[src/rtl/debounce_input.sv]
// Per-channel 2-flop synchronizer plus tick-paced stability counter with press/release strobes.
// Optional long-press strobe is built only when DEBOUNCE_LONG_PRESS_EN is defined.
`timescale 1ns/1ps

module debounce_input #(
  parameter int unsigned NUM_CH       = 8,
  parameter int unsigned STABLE_TICKS = 16,
  parameter int unsigned LONG_TICKS   = 1000
) (
  input  logic              clk,
  input  logic              resetn,
  input  logic              srst,
  input  logic              tick,
  input  logic [NUM_CH-1:0] raw_in,
  output logic [NUM_CH-1:0] level_out,
  output logic [NUM_CH-1:0] press_pulse,
  output logic [NUM_CH-1:0] release_pulse,
  output logic [NUM_CH-1:0] long_pulse
);

  localparam int unsigned CW = $clog2(STABLE_TICKS + 1);
  localparam logic [CW-1:0] CNT_LAST = CW'(STABLE_TICKS - 1);

  logic [NUM_CH-1:0]         meta;
  logic [NUM_CH-1:0]         s;
  logic [NUM_CH-1:0][CW-1:0] cnt;
  logic [NUM_CH-1:0][CW-1:0] cnt_nxt;
  logic [NUM_CH-1:0]         accept;

  always_comb begin
    cnt_nxt = cnt;
    accept  = '0;
    for (int unsigned i = 0; i < NUM_CH; i++) begin
      if (tick) begin
        if (s[i] == level_out[i]) begin
          cnt_nxt[i] = '0;
        end else if (cnt[i] == CNT_LAST) begin
          accept[i]  = 1'b1;
          cnt_nxt[i] = '0;
        end else begin
          cnt_nxt[i] = cnt[i] + CW'(1);
        end
      end
    end
  end

  always_ff @(posedge clk or negedge resetn) begin
    if (!resetn) begin
      meta          <= '0;
      s             <= '0;
      cnt           <= '0;
      level_out     <= '0;
      press_pulse   <= '0;
      release_pulse <= '0;
    end else if (srst) begin
      meta          <= '0;
      s             <= '0;
      cnt           <= '0;
      level_out     <= '0;
      press_pulse   <= '0;
      release_pulse <= '0;
    end else begin
      meta          <= raw_in;
      s             <= meta;
      cnt           <= cnt_nxt;
      level_out     <= level_out ^ accept;
      press_pulse   <= accept & s;
      release_pulse <= accept & ~s;
    end
  end

`ifdef DEBOUNCE_LONG_PRESS_EN
  localparam int unsigned LW = $clog2(LONG_TICKS + 1);
  localparam logic [LW-1:0] HOLD_LAST = LW'(LONG_TICKS - 1);
  localparam logic [LW-1:0] HOLD_MAX  = LW'(LONG_TICKS);

  logic [NUM_CH-1:0][LW-1:0] hold;
  logic [NUM_CH-1:0][LW-1:0] hold_nxt;
  logic [NUM_CH-1:0]         long_set;

  // Counts ticks seen while level is high; a release being accepted clears it at once.
  always_comb begin
    hold_nxt = hold;
    long_set = '0;
    for (int unsigned i = 0; i < NUM_CH; i++) begin
      if (!level_out[i] || accept[i]) begin
        hold_nxt[i] = '0;
      end else if (tick && (hold[i] != HOLD_MAX)) begin
        hold_nxt[i] = hold[i] + LW'(1);
        long_set[i] = (hold[i] == HOLD_LAST);
      end
    end
  end

  always_ff @(posedge clk or negedge resetn) begin
    if (!resetn) begin
      hold       <= '0;
      long_pulse <= '0;
    end else if (srst) begin
      hold       <= '0;
      long_pulse <= '0;
    end else begin
      hold       <= hold_nxt;
      long_pulse <= long_set;
    end
  end
`else
  logic unused_long_cfg;
  assign unused_long_cfg = ^LONG_TICKS;
  assign long_pulse      = '0;
`endif

endmodule

[config.mk]
export PLATFORM = sky130hd
export DESIGN_NAME = debounce_input
export DESIGN_NICKNAME = d
export VERILOG_FILES = /design/src/rtl/debounce_input.sv
export SDC_FILE = /design/constraint.sdc
export NUM_CORES = 1
export LEC_CHECK = 0
export CORE_ASPECT_RATIO = 2
export CORE_MARGIN = 8
export CORE_UTILIZATION = 30
export DETAILED_ROUTE_END_ITERATION = 12
export HOLD_SLACK_MARGIN = 0.06
export PLACE_DENSITY_LB_ADDON = 0.12
export SYNTH_ARGS = -nofsm -noshare
export SYNTH_HDL_FRONTEND = slang
export SYNTH_SLANG_ARGS = --single-unit
[constraint.sdc]
create_clock -name clk -period 2.6 [get_ports clk]
set_input_delay 0.65 -clock clk [delete_from_list [all_inputs] [get_ports clk]]
set_output_delay 0.65 -clock clk [all_outputs]
set_load 0.02 [all_outputs]
==> results_tabular.tex, run 1 <==
\begin{tabular}{lr}
\hline
Metric & Value \\
\hline
\multicolumn{2}{l}{\textbf{Logic synthesis}} \\
\quad Top post-synthesis cells by count & sky130\_fd\_sc\_hd\_\_dfrtp\_1, sky130\_fd\_sc\_hd\_\_nand2\_1, sky130\_fd\_sc\_hd\_\_a21oi\_1, sky130\_fd\_sc\_hd\_\_nor2b\_1, sky130\_fd\_sc\_hd\_\_nand3\_1 \\
\quad Cell variety after synth & 31 \\
\quad Main synth FF type & sky130\_fd\_sc\_hd\_\_dfrtp\_1 \\
\quad Synth Cell Area & 0.00377 mm2 \\
\quad Yosys warns & 0 \\
\quad Leading cell type by number of instances after synthesis & sky130\_fd\_sc\_hd\_\_dfrtp\_1 \\
\quad Yosys reg bits & 80 \\
\quad Post-Syn Instances & 354 \\
\quad Post-synth EDFFs & 0 \\
\quad Sequential share of the synthesized area & 0.531 \\
\quad Synth area leaders & sky130\_fd\_sc\_hd\_\_dfrtp\_1, sky130\_fd\_sc\_hd\_\_nor2b\_1, sky130\_fd\_sc\_hd\_\_a21oi\_1 \\
\quad Fraction of post-synthesis cell area in the top cell type by area & 0.531 \\
\quad Post-synthesis area per instance & 10.6 um2 \\
\quad Async set-reset flop share out of synthesis & 1.00 \\
\quad Cell type contributing the most total cell area after synthesis & sky130\_fd\_sc\_hd\_\_dfrtp\_1 \\
\multicolumn{2}{l}{\textbf{Critical path}} \\
\quad Category of the worst setup path launch point & register \\
\quad Family with the most delay on the worst path & buffers and inverters \\
\quad Crit path cell chain & clkdlybuf4s50\_1 \\
\quad Launch point of the critical path & level\_out[6] \\
\quad Data required time at the worst endpoint & 1950 ps \\
\quad Endpoint kind of the worst setup timing path & primary output \\
\quad Worst-path cell with the longest stage delay & sky130\_fd\_sc\_hd\_\_clkdlybuf4s50\_1 \\
\quad Crit-path max cell delay & 660 ps \\
\quad Largest fanout on the critical path & 5 \\
\quad Crit Reg-Reg Startpoint & cnt[20] \\
\quad Buffering stage count on the worst path with inverters included & 1 \\
\quad Category of the most critical setup path & reg -> out \\
\quad Arr. time, crit path & 1450 ps \\
\multicolumn{2}{l}{\textbf{Route}} \\
\quad Top Metal Used & met4 \\
\quad Vias & 2830 \\
\quad Post-detailed-route via-to-cell ratio & 5.20 \\
\quad DRT antenna net count & 0 \\
\quad Met1 wire length & 3560 um \\
\quad Total Wirelength & 8380 um \\
\quad 1st-pass router iterations & 4 \\
\quad Met2 layer wire length in the routed design & 4280 um \\
\quad Starting DRT DRC Count & 127 \\
\quad Final routed wire length divided by cell count & 15.4 um \\
\quad Drc violations & 0 \\
\quad Detail Route met3 WL & 397 um \\
\multicolumn{2}{l}{\textbf{CTS}} \\
\quad Number of sinks on the clock net & 80 \\
\quad Worst-Skew Late Latency & 330 ps \\
\quad Maximum level of the CTS H-tree & 3 \\
\quad Number of buffers created by CTS & 9 \\
\quad Buffer depth of the longest clock path & 2 \\
\quad Post-CTS Resized & 0 \\
\quad Post-CTS Repair Setup Buffers & 0 \\
\quad Hold-fix buffers, CTS & 0 \\
\quad Clock tree from TritonCTS & yes \\
\quad Clock-pin transition on the worst setup and hold timing paths & 60 ps \\
\quad Cell chosen for the clock root & sky130\_fd\_sc\_hd\_\_clkbuf\_16 \\
\multicolumn{2}{l}{\textbf{Pwr}} \\
\quad Switch share & 0.234 \\
\quad Switching pwr & 0.603 mW \\
\quad Worst IR drop on VDD & 0.000309 V \\
\quad Part of the power in registers & 0.493 \\
\quad Clock power share & 0.451 \\
\quad Portion of total power attributed to combinational logic & 0.056 \\
\quad PwrDens & 567 mW/mm2 \\
\quad Power Internal & 1.97 mW \\
\quad Lkg Pwr & 2.01 nW \\
\multicolumn{2}{l}{\textbf{Floorplan}} \\
\quad Standard-cell row count & 58 \\
\quad I/O pin total & 44 \\
\quad Die height & 175 um \\
\quad Overall die area & 0.0166 mm2 \\
\quad Starting density of the core & 0.304 \\
\quad DIE WIDTH & 95.3 um \\
\quad Core Region & 0.0124 mm2 \\
\multicolumn{2}{l}{\textbf{Placement}} \\
\quad Half-perimeter wire length after placement & 5480 um \\
\quad Setup Slack @ Placement & 369 ps \\
\quad Gpl congestion & 0.779 \\
\quad \# port buffers & 35 \\
\multicolumn{2}{l}{\textbf{Final layout}} \\
\quad Syn-to-layout area delta & 20.7\% \\
\quad Nets & 409 \\
\quad Fraction of final layout cells sized beyond drive strength 1 & 0.0787 \\
\quad Diode insertion count for antenna repair & 0 \\
\quad Final Core Density & 0.367 \\
\multicolumn{2}{l}{\textbf{STA}} \\
\quad Setup violators final & 0 \\
\quad Shortest clock period the worst path allows after layout & 2100 ps \\
\quad Slew headroom & 0.632 \\
\quad Setup repair after global routing missed its margin & no \\
\quad Setup WS post-layout & 497 ps \\
\quad Pins over their slew limit & 0 \\
\quad Fin. Hold Viols & 0 \\
\quad Period utilisation layout & 0.809 \\
\quad Sum of negative setup slack & 0 ps \\
\quad Actual transition at the worst max-transition pin & 551 ps \\
\quad Highest attainable clock frequency & 475 MHz \\
\quad Layout Skew & 6.38 ps \\
\multicolumn{2}{l}{\textbf{Job}} \\
\quad Max-cap violations & 0 \\
\multicolumn{2}{l}{\textbf{GRT}} \\
\quad Number of global-route vias before repair & 3017 \\
\quad Congestion Overflow GR & 0 \\
\quad Number of antenna violations at the first check in global routing & 0 \\
\quad Pin count of the biggest net entering global routing & 52 \\
\quad Overall track demand over capacity in global routing & 0.107 \\
\quad Wire length of the first global-routing pass & 14200 um \\
\multicolumn{2}{l}{\textbf{Status}} \\
\quad Result of the run & finished clean \\
\multicolumn{2}{l}{\textbf{Worst hold path}} \\
\quad Kind of path behind the tightest hold check & in -> async \\
\hline
\end{tabular}
==> flip-flops by register name, summed over array words and instances (netlist names) <==
register and cells:
level_out 8, release_pulse 8, press_pulse 8, s 8, cnt 40, meta 8
==> power by group through the flow <==
stage	Sequential, mW	Combinational, mW	Clock [mW]
floorplan	1.29	0.0834	0
global placement	1.29	0.145	0
detailed placement	1.29	0.148	0
CTS	1.27	0.148	1.21
global route	1.27	0.161	1.26
finish	1.27	0.143	1.16
==> worst paths after layout <==
path | endpoint | slack (ps) | depth (start not counted)
min in group clk | s[6] | 460 | 1
max in group asynchronous | cnt[30] | 1730 | 2
min reg2reg | s[6] | 460 | 1
max reg2reg | cnt[20] | 980 | 4
min | release_pulse[0] | 270 | 1
max | level_out[6] | 500 | 1
==> area by class of cell <==
cell class | count | area, um2
Fill cell | 1234 | 7860
Sequential cell | 80 | 2000
Multi-Input combinational cell | 254 | 1660
Timing Repair Buffer | 42 | 420
Clock buffer | 11 | 243
Tap cell | 150 | 188
Clock inverter | 5 | 32.5
Inverter | 2 | 7.51
==> cells in the final DEF, fill, tap and decap left out <==
cell                               n
sky130_fd_sc_hd__or4_1             5
sky130_fd_sc_hd__o211a_1           5
sky130_fd_sc_hd__clkbuf_16         9
sky130_fd_sc_hd__clkinv_4          2
sky130_fd_sc_hd__nor4_1           10
sky130_fd_sc_hd__clkbuf_8          1
sky130_fd_sc_hd__nand2_1          36
sky130_fd_sc_hd__nand3_1          20
sky130_fd_sc_hd__or4b_1            2
sky130_fd_sc_hd__nor2b_1          26
sky130_fd_sc_hd__a21oi_1          30
sky130_fd_sc_hd__clkinv_2          3
sky130_fd_sc_hd__o21ai_0          16
sky130_fd_sc_hd__o311ai_1          1
sky130_fd_sc_hd__a41o_1            5
sky130_fd_sc_hd__nand4_1          10
sky130_fd_sc_hd__xor2_2            2
sky130_fd_sc_hd__nand4b_1         11
sky130_fd_sc_hd__inv_1             2
sky130_fd_sc_hd__nor3b_1          19
sky130_fd_sc_hd__buf_12            2
sky130_fd_sc_hd__conb_1            8
sky130_fd_sc_hd__clkbuf_1          1
sky130_fd_sc_hd__xnor2_1           5
sky130_fd_sc_hd__clkdlybuf4s50_1  33
sky130_fd_sc_hd__ha_1              8
sky130_fd_sc_hd__and4b_1           8
sky130_fd_sc_hd__buf_4             6
sky130_fd_sc_hd__a31oi_1           7
sky130_fd_sc_hd__dfrtp_1          80
sky130_fd_sc_hd__or3_1             1
sky130_fd_sc_hd__and3b_1           3
sky130_fd_sc_hd__a31o_2            5
sky130_fd_sc_hd__xor2_1            6
sky130_fd_sc_hd__buf_2             1
sky130_fd_sc_hd__o21a_1            5
==> logic make-up (layout without fill, tap and decap cells) <==
group | Yosys count | after routing | synth area share
AND/OR/NAND/NOR | 151 | 151 | 0.247
flip-flops | 80 | 80 | 0.531
AO/OA/AOI/OAI | 74 | 74 | 0.123
buffers and inverters | 27 | 60 | 0.0365
XOR/XNOR | 13 | 13 | 0.0342
adder cells (fa/ha/maj) | 8 | 8 | 0.0266
other | 1 | 8 | 0.000995
==> worst reg2reg max path: cells and delay by family (launching register included) <==
kind | cells | cell delay (ps)
compound gates | 1 | 160
simple gates | 2 | 720
fa+ha+maj | 1 | 260
flops | 1 | 410
==> metrics by stage <==
stage	power (mW)	cell area (um2)	cells	hold WS, ps
after CTS	2.62	4550	544	294
after floorplan	1.37	3790	361	354
after global routing	2.69	4550	544	307
after global placement	1.44	4270	528	443
after detailed placement	1.44	4270	528	451
final	2.58	4550	544	275
==> layer usage <==
| layer | vias to the layer above | global-route usage |
|---|---|---|
| li1 | 1357 | - |
| met1 | 1407 | 0.121 |
| met2 | 53 | 0.180 |
| met3 | 13 | 0.0311 |
| met4 | 0 | 0.0479 |
| met5 | - | 0 |
(Power assumes the default switching activity.)
==> run 2, diff against run 1 <==
Clock period 2.6 ns to 2.1 ns, I/O delays scaled along.
==> results_tabular.tex, run 2 (synthesized netlist as in run 1, its figures left out) <==
\begin{tabular}{lr}
\hline
Metric & Value \\
\hline
\multicolumn{2}{l}{\textbf{Route}} \\
\quad Met2 layer wire length in the routed design & 4080 um \\
\quad DRT antenna net count & 0 \\
\quad Post-detailed-route via-to-cell ratio & 5.28 \\
\quad Total Wirelength & 8480 um \\
\quad Drc violations & 0 \\
\quad Top Metal Used & met4 \\
\quad Vias & 2907 \\
\quad 1st-pass router iterations & 4 \\
\quad Met1 wire length & 3820 um \\
\quad Detail Route met3 WL & 411 um \\
\quad Final routed wire length divided by cell count & 15.4 um \\
\quad Starting DRT DRC Count & 166 \\
\multicolumn{2}{l}{\textbf{CTS}} \\
\quad Worst-Skew Late Latency & 340 ps \\
\quad Hold-fix buffers, CTS & 0 \\
\quad Cell chosen for the clock root & sky130\_fd\_sc\_hd\_\_clkbuf\_16 \\
\quad Post-CTS Resized & 0 \\
\quad Buffer depth of the longest clock path & 2 \\
\quad Clock tree from TritonCTS & yes \\
\quad Number of buffers created by CTS & 9 \\
\quad Post-CTS Repair Setup Buffers & 0 \\
\quad Number of sinks on the clock net & 80 \\
\quad Maximum level of the CTS H-tree & 3 \\
\quad Clock-pin transition on the worst setup and hold timing paths & 60 ps \\
\multicolumn{2}{l}{\textbf{STA}} \\
\quad Sum of negative setup slack & 0 ps \\
\quad Shortest clock period the worst path allows after layout & 1970 ps \\
\quad Setup WS post-layout & 134 ps \\
\quad Slew headroom & 0.617 \\
\quad Pins over their slew limit & 0 \\
\quad Setup repair after global routing missed its margin & no \\
\quad Setup violators final & 0 \\
\quad Period utilisation layout & 0.936 \\
\quad Actual transition at the worst max-transition pin & 574 ps \\
\quad Highest attainable clock frequency & 509 MHz \\
\quad Layout Skew & 7.66 ps \\
\quad Fin. Hold Viols & 0 \\
\multicolumn{2}{l}{\textbf{Pwr}} \\
\quad Worst IR drop on VDD & 0.000389 V \\
\quad Switching pwr & 0.738 mW \\
\quad Clock power share & 0.458 \\
\quad Part of the power in registers & 0.483 \\
\quad Switch share & 0.227 \\
\quad Lkg Pwr & 2.05 nW \\
\quad Portion of total power attributed to combinational logic & 0.059 \\
\quad Power Internal & 2.52 mW \\
\quad PwrDens & 705 mW/mm2 \\
\multicolumn{2}{l}{\textbf{GRT}} \\
\quad Congestion Overflow GR & 0 \\
\quad Number of antenna violations at the first check in global routing & 0 \\
\quad Wire length of the first global-routing pass & 14000 um \\
\quad Number of global-route vias before repair & 2822 \\
\quad Pin count of the biggest net entering global routing & 42 \\
\quad Overall track demand over capacity in global routing & 0.106 \\
\multicolumn{2}{l}{\textbf{Worst hold path}} \\
\quad Kind of path behind the tightest hold check & in -> async \\
\multicolumn{2}{l}{\textbf{Placement}} \\
\quad Gpl congestion & 0.795 \\
\quad Placed cell areas & 0.00434 mm2 \\
\quad \# port buffers & 35 \\
\quad Setup Slack @ Placement & 1.60 ps \\
\quad Half-perimeter wire length after placement & 5720 um \\
\multicolumn{2}{l}{\textbf{Final layout}} \\
\quad Fraction of final layout cells sized beyond drive strength 1 & 0.0923 \\
\quad Nets & 416 \\
\quad Final Instance Area & 0.00462 mm2 \\
\quad Commonest non-fill, non-tap cell in the layout & sky130\_fd\_sc\_hd\_\_dfrtp\_1 \\
\quad Diode insertion count for antenna repair & 0 \\
\quad Fill cell total of the finished layout & 1236 \\
\quad Max FFs per register & 40 \\
\quad Register ranked first by flip-flop count & cnt \\
\quad Syn-to-layout area delta & 22.7\% \\
\quad Commonest non-fill, non-tap cells in the layout & sky130\_fd\_sc\_hd\_\_dfrtp\_1, sky130\_fd\_sc\_hd\_\_nand2\_1, sky130\_fd\_sc\_hd\_\_clkdlybuf4s50\_1 \\
\multicolumn{2}{l}{\textbf{Critical path}} \\
\quad Buffering stage count on the worst path with inverters included & 1 \\
\quad Category of the worst setup path launch point & register \\
\quad Endpoint kind of the worst setup timing path & primary output \\
\quad Worst-path cell with the longest stage delay & sky130\_fd\_sc\_hd\_\_clkdlybuf4s50\_1 \\
\quad Category of the most critical setup path & reg -> out \\
\quad Crit-path max cell delay & 650 ps \\
\quad Family with the most delay on the worst path & buffers and inverters \\
\quad Largest fanout on the critical path & 6 \\
\quad Crit path cell chain & clkdlybuf4s50\_1 \\
\quad Arr. time, crit path & 1440 ps \\
\quad Data required time at the worst endpoint & 1570 ps \\
\multicolumn{2}{l}{\textbf{Floorplan}} \\
\quad DIE WIDTH & 95.3 um \\
\quad Core Region & 0.0124 mm2 \\
\quad I/O pin total & 44 \\
\quad Starting density of the core & 0.304 \\
\quad Overall die area & 0.0166 mm2 \\
\quad Die height & 175 um \\
\quad Standard-cell row count & 58 \\
\multicolumn{2}{l}{\textbf{Status}} \\
\quad Result of the run & finished clean \\
\multicolumn{2}{l}{\textbf{Job}} \\
\quad Max-cap violations & 0 \\
\hline
\end{tabular}
==> run 2: cell types whose count changed in the layout (fill, tap and decap cells not counted), sizes merged <==
cell,previous run,this run
clkinvlp,0,1
buf,9,16
clkinv,5,1
clkbuf,11,14
==> run 2: power by group through the flow <==
stage               logic, mW  registers (mW)  clock network (mW)
floorplan               0.103            1.60                   0
global placement        0.191            1.60                   0
detailed placement      0.195            1.60                   0
CTS                     0.196            1.57                1.55
global route            0.213            1.57                1.61
finish                  0.191            1.57                1.49
==> run 2: metrics by stage <==
stage               power [mW]  cells   util  hold WS, ps
finish                    3.26    551  0.373          192
detailed placement        1.80    535  0.350          453
floorplan                 1.70    361      -          229
global placement          1.79    535  0.350          444
global route              3.40    551  0.373          226
CTS                       3.32    551  0.373          206
==> run 2: final timing paths <==
check / from / end / slack [ps] / depth (start not counted)
worst max-delay path: level_out[0] / level_out[0] / 130 / 1
worst min-delay path: resetn / press_pulse[0] / 190 / 1
worst max register to register: cnt[15] / cnt[15] / 500 / 4
worst min register to register: meta[1] / s[1] / 460 / 1
max in group asynchronous: resetn / press_pulse[6] / 1370 / 2
min in group clk: meta[1] / s[1] / 460 / 1
==> run 2: per-layer routing <==
layer / global-route usage / vias to the layer above
met5: 0 / -
met4: 0.0492 / 0
met3: 0.0294 / 19
met2: 0.164 / 82
met1: 0.132 / 1433
li1: - / 1373
==> run 2: area by class of cell <==
class | count | area (um2) | area share
repair buffers | 49 | 485 | 0.105
multi-input cells | 254 | 1660 | 0.358
clock inverters | 2 | 12.5 | 0.00271
inverters | 2 | 7.51 | 0.00162
flip-flops and latches | 80 | 2000 | 0.433
clock buffers | 14 | 274 | 0.0593
well taps | 150 | 188 | 0.0406
